--- src/rtl/ip_uart_rx.sv ---
// ip_uart_rx: UART receiver (8 data bits, LSB first, 1 stop bit) with a valid/ack byte handoff.
// Define IP_UART_RX_PARITY_EN to add an even parity bit between the data and stop bits.
module ip_uart_rx #(
   parameter int clk_freq  = 27000000,
   parameter int uart_freq = 115200
) (
   input  logic       sys_clk,
   input  logic       w_n_reset,
   input  logic       uart_rx,
   output logic [7:0] recv_data,
   output logic       recv_valid,
   input  logic       recv_ack,
   output logic       framing_error,
   output logic       overrun,
   output logic       parity_error
);
   localparam int DIV   = clk_freq / uart_freq;
   localparam int HALF  = DIV / 2;
   localparam int CNT_W = $clog2(DIV);
   localparam logic [CNT_W-1:0] DIV_M1  = CNT_W'(DIV - 1);
   localparam logic [CNT_W-1:0] HALF_M1 = CNT_W'(HALF - 1);

   typedef enum logic [2:0] {
      IDLE, START, DATA, STOP, BREAK
`ifdef IP_UART_RX_PARITY_EN
      , PARITY
`endif
   } state_t;

   logic             sync1, sync2;
   logic [2:0]       hist;
   logic             sample_bit;
   state_t           state;
   logic [CNT_W-1:0] cnt;
   logic [2:0]       idx;
   logic [7:0]       shift;
`ifdef IP_UART_RX_PARITY_EN
   logic             parity_bad;
`endif

   always_ff @(posedge sys_clk or negedge w_n_reset) begin
      if (!w_n_reset) begin
         sync1 <= 1'b1;
         sync2 <= 1'b1;
         hist  <= 3'b111;
      end else begin
         sync1 <= uart_rx;
         sync2 <= sync1;
         hist  <= {hist[1:0], sync2};
      end
   end

   // Majority vote rejects a single-cycle glitch at the sample point.
   assign sample_bit = (hist[0] & hist[1]) | (hist[0] & hist[2]) | (hist[1] & hist[2]);

   always_ff @(posedge sys_clk or negedge w_n_reset) begin
      if (!w_n_reset) begin
         state         <= IDLE;
         cnt           <= '0;
         idx           <= 3'd0;
         shift         <= 8'h00;
         recv_data     <= 8'h00;
         recv_valid    <= 1'b0;
         framing_error <= 1'b0;
         overrun       <= 1'b0;
`ifdef IP_UART_RX_PARITY_EN
         parity_bad    <= 1'b0;
         parity_error  <= 1'b0;
`endif
      end else begin
         framing_error <= 1'b0;
`ifdef IP_UART_RX_PARITY_EN
         parity_error  <= 1'b0;
`endif
         if (recv_ack && recv_valid) begin
            recv_valid <= 1'b0;
            overrun    <= 1'b0;
         end
         if (cnt != '0)
            cnt <= cnt - 1'b1;

         case (state)
            IDLE: begin
               if (!sync2) begin
                  cnt   <= HALF_M1;
                  state <= START;
               end
            end
            START: begin
               if (cnt == '0) begin
                  if (sample_bit) begin
                     state <= IDLE;
                  end else begin
                     cnt   <= DIV_M1;
                     idx   <= 3'd0;
                     state <= DATA;
                  end
               end
            end
            DATA: begin
               if (cnt == '0) begin
                  shift[idx] <= sample_bit;
                  cnt        <= DIV_M1;
                  idx        <= idx + 3'd1;
                  if (idx == 3'd7) begin
`ifdef IP_UART_RX_PARITY_EN
                     state <= PARITY;
`else
                     state <= STOP;
`endif
                  end
               end
            end
`ifdef IP_UART_RX_PARITY_EN
            PARITY: begin
               if (cnt == '0) begin
                  parity_bad <= sample_bit ^ (^shift);
                  cnt        <= DIV_M1;
                  state      <= STOP;
               end
            end
`endif
            STOP: begin
               if (cnt == '0) begin
                  if (sample_bit) begin
                     // An ack in this same cycle frees the holding register for the new byte.
                     if (!recv_valid || recv_ack) begin
                        recv_data  <= shift;
                        recv_valid <= 1'b1;
                        overrun    <= 1'b0;
                     end else begin
                        overrun    <= 1'b1;
                     end
`ifdef IP_UART_RX_PARITY_EN
                     parity_error <= parity_bad;
`endif
                     state <= IDLE;
                  end else begin
                     framing_error <= 1'b1;
                     state         <= BREAK;
                  end
               end
            end
            BREAK: begin
               if (sync2)
                  state <= IDLE;
            end
            default: state <= IDLE;
         endcase
      end
   end

`ifndef IP_UART_RX_PARITY_EN
   assign parity_error = 1'b0;
`endif

endmodule

--- config.mk ---
export PLATFORM = sky130hd
export DESIGN_NAME = ip_uart_rx
export DESIGN_NICKNAME = d
export VERILOG_FILES = /design/src/rtl/ip_uart_rx.sv
export SDC_FILE = /design/constraint.sdc
export NUM_CORES = 1
export LEC_CHECK = 0
export CAP_MARGIN = 15
export CORE_MARGIN = 2
export CORE_UTILIZATION = 50
export DETAILED_ROUTE_END_ITERATION = 8
export GPL_TIMING_DRIVEN = 0
export PLACE_DENSITY = 0.78
export SYNTH_ARGS = -nofsm -noshare
export SYNTH_HDL_FRONTEND = slang
export SYNTH_SLANG_ARGS = --single-unit
--- constraint.sdc ---
create_clock -name sys_clk -period 5.8 [get_ports sys_clk]
set_input_delay 0.87 -clock sys_clk [delete_from_list [all_inputs] [get_ports sys_clk]]
set_output_delay 0.87 -clock sys_clk [all_outputs]
set_load 0.02 [all_outputs]
# Word-level counts from Yosys, hierarchy flattened
# Index checks and enable logic that the tools add are counted.
# word_totals
rom_bits	0
elab_cells	79
register_bits	38
mem_bits_rw	0
mem_count	0
latch_bits	0
in_bits	4
# op_classes
mux	35
reduce_logical	12
mul	0
bitwise	5
n_addsub	2
div	0
order_cmp	2
eq_ne	12
shift	0
# ops
cell	n
$mux 8	5
$mux 3	10
$pmux 8 s3	1
$pmux 3 s5	1
$mux 1	14
$ne 2x2->1 const B	7
$bwmux 8	1
$logic_not 8->1	1
$reduce_and 4->1	2
$reduce_bool 8->1	1
$sub 8x1->8 const B	1
$eq 3x2->1 const B	2
$eq 3x3->1 const B	2
$pmux 3 s2	1
$reduce_and 6->1	1
$lt 3x4->1 const B	1
$add 3x1->3 const B	1
$and 1x1->1	3
$demux 1 s3	1
$eq 3x1->1 const B	1
$ge 3x1->1 const B	1
$logic_not 3->1	1
$logic_and 1x1->1	2
$mux 2	1
5 further kinds	6

# Logic depth before layout (Yosys ltp)
# logic_depth
depth_word	6
mapped_depth	10

# Worst setup path before layout
# OpenSTA, ideal clock, no wires.
# synth_timing
path_type	reg2reg
from	reg cnt[0]
to	reg cnt[0]
arrival_ns	2.220
period_less_slack_ns	2.346
stages_incl_launch_ff	11
path_slack_ns	3.454
required_time_ns	5.674
path_cell_list	dfrtp_1 -> inv_1 -> ha_1 -> or3b_2 -> nor2_1 -> inv_1 -> ha_1 -> nand2_1 -> o22a_1 -> nor2_1 -> a221o_1
# synth_between
elab_chain_cells	5
elab_cells_between_ends	9
# synth_rtl
item	line_no	source
from (decl)	34	logic [CNT_W-1:0] cnt;
from (signal assigned)	80	cnt <= cnt - 1'b1;
$sub 8x1->8 / $reduce_bool 8->1 (equally long branches)	80, 79	
$mux 8	79	if (cnt != '0)
$mux 8	91	if (sample_bit) begin
$mux 8	90	if (cnt == '0) begin
$pmux 8 s3 *	82	case (state)
# Every way passes the cells marked *; elsewhere a longest branch is shown, timed or not.
# A chain may end at the register's enable or synchronous reset.

# Worst setup path after layout
# Ends and elaborated chain as after synthesis.

==> out/metrics.yaml <==
io_buffer_count: 14
die_area_um2: 4140
gp_congestion: 0.786
ys.flop_type: "dfrtp_1"
cts_buffer_depth: 2
synth_compound_area_share_pct: 10.5
cts_tree: "yes"
synth-simple-area-share_pct: 14.8
ir_worst_vdd_mv: 0.149
row_count: 21
clock_latency_ps: 350
startpoint_type: "flip-flop"
period_share_pct: 46.7
tightest_slew_ps: 856
cts_buffers: 5
ys_types: 45
synthMuxAreaShare_pct: 11.1
whs_ps: 361
clock.fmax_mhz: 369
critPathMaxFanout: 6
multi_input_area_um2: 771
synth_cells: 153
fin_nets: 182
yosysMostFrequentCell: "dfrtp_1"
finalHoldViolCount: 0
wire_per_inst_um: 15.6
period_needed_ps: 2710
synth_edf_count: 0
overflow: 0
postRouteAntennaNets: 0
drt_drc_violations_left: 0
cts_setup_buffers: 0
fin_setup_tns_ps: 0
fin_worst_skew_ps: 14.9
arrival_ps: 2950
synth_top_area_cell: "dfrtp_1"
fill_cells: 266
synth_area_leaders: "dfrtp_1 45%, mux2_2 9.3%, dfstp_2 7.2%, ha_1 2.8%, nor2_1 2.5%"
dp_hpwl_um: 2390
setup-violations-final: 0
initial_core_util_pct: 53.3
drive_gt1_share_pct: 22.9
cts_hold_buf: 0
endpoint_kind: "flip-flop"
ys_warn_count: 0
pin_count: 16
synth_fa_ha_area_share_pct: 3.30
first_pass_iters: 4
grt_max_degree: 39
drt_iter0_markers: 68
final_util_pct: 62.2
async_flop_share_pct: 100
wirelength_um: 3440
synth_top_family_by_area: "simple AND/OR/NAND/NOR gates"
ctsResizeCount: 0
p_per_area_nw_per_um2: 246
rsz0062_at_grt: "no"
clkTransAtPathRegs_ps: 100
syn_nets: 161
antenna_found_initial: 0
vias_per_cell: 5.78
cp.required_ps: 6040
synth_top_cells_by_count: "33 x dfrtp_1, 15 x mux2_2, 12 x nor2_1, 7 x inv_1"
synthXorXnorAreaFrac_pct: 2.41
die_w_um: 64.3
hp-class: "flip-flop to flip-flop"
setup.worst_path.class: "flip-flop to flip-flop"
synth_area_um2: 1820
synth_seq_cells: 38
grt_pass1_vias: 1338
drv_cap: 0
p_leak_nw: 0.963
clkSinkCount: 38
reg2reg_setup_slack_ps: 3090
relSlewSlack_pct: 42.4
outcome: "finished, final reports clean"
grt_util_all_layers_pct: 20.0
grt_pass1_wl_um: 6330
slew_viol_final: 0
die_y_um: 64.3
area_delta_synth_final_pct: 16.7
htree_levels: 2
syn_area_per_cell_um2: 11.9
finalPower_w: 0.000522
synth_top_area_share_pct: 45.4
vias: 1278
cts_root_buf: "clkbuf_4"
diodes: 0
yosysSeqAreaShare_pct: 52.6
core_area_um2: 3420
regArea_um2: 957
==> power by group <==
group,internal [W],switching [W]
logic,0.00000515,0.0000111
registers,0.000269,0.00000144
clock network,0.000146,0.0000902
==> kinds of logic after synthesis <==
logic type	count (synthesis)
other	1
flip-flops	38
AO/OA/AOI/OAI	26
XOR/XNOR	5
AND/OR/NAND/NOR	44
adder cells (fa/ha/maj)	5
buffers and inverters	16
multiplexers	18
==> worst max-delay path, stage by stage, from the launching register on <==
cell and delay, ps:
dfrtp_1 460, inv_1 90, ha_1 250, or3b_2 520, nor2_1 250, inv_1 170, ha_1 330, nand2_1 80
o22a_1 130, nor2_1 40, a221o_1 270
==> worst paths after layout <==
check / start / to / cells after the start
worst max-delay path: cnt[0] / cnt[0] / 10
worst min-delay path: sync1 / sync2 / 0
worst max register to register: cnt[0] / cnt[0] / 10
worst min register to register: sync1 / sync2 / 0
max in group asynchronous: w_n_reset / state[0] / 1
min in group asynchronous: w_n_reset / idx[0] / 1
==> layout make-up <==
cell class / instances / area share (%)
buffer: 9 / 3.06
clock buffer: 6 / 2.42
clock inverter: 2 / 2.83
inverter: 7 / 1.24
multi-input combinational: 99 / 36.3
sequential: 38 / 45.1
tap: 46 / 2.71
timing repair buffer: 14 / 6.36
==> state kept, by name, indices dropped and copies added, names as in the netlist <==
| name | count |
|---|---|
| framing_error | 1 |
| sync1 | 1 |
| state | 3 |
| recv_data | 8 |
| cnt | 8 |
| overrun | 1 |
| shift | 8 |
| recv_valid | 1 |
| hist | 3 |
| sync2 | 1 |
| idx | 3 |
==> layer usage <==
layer	share of wire [%]	global-route usage (%)	vias to the layer above	routed length, um
li1	-	-	596	-
met1	45	26.9	637	1560
met2	48	30.1	35	1660
met3	3.8	4.58	10	132
met4	2.6	10.9	0	91
met5	0	0	-	0
==> stage by stage <==
| step | instances | area (um2) | worst slack, ps |
|---|---|---|---|
| 5_1_grt | 221 | 2120 | 2900 |
| 3_3_place_gp | 213 | 2020 | 3070 |
| 3_5_place_dp | 213 | 2010 | 3130 |
| 2_1_floorplan | 153 | 1820 | 3450 |
| 4_1_cts | 221 | 2120 | 3100 |
| 6_report | 221 | 2120 | 3090 |
==> cell usage in the layout, fill, tap and decap left out, drive strengths merged, types with 2 or more instances in the layout <==
cell type      netlist  final
buf                  6      7
inv                  7      7
nand4b               3      3
a21oi                5      5
o21ai                4      4
mux2                18     18
nor2                12     12
nand2                5      5
a211oi               2      2
ha                   4      4
and4bb               2      2
dfrtp               33     33
o22a                 2      2
clkbuf               3      9
nand3b               3      3
a22o                 3      3
clkdlybuf4s50        0     13
dfstp                5      5
nor3                 3      3
nand2b               3      3
nor4                 3      3
nand3                5      5
xor2                 2      2
bufinv               0      2
xnor2                3      3
Note: power is estimated with default switching activity, not from simulation.
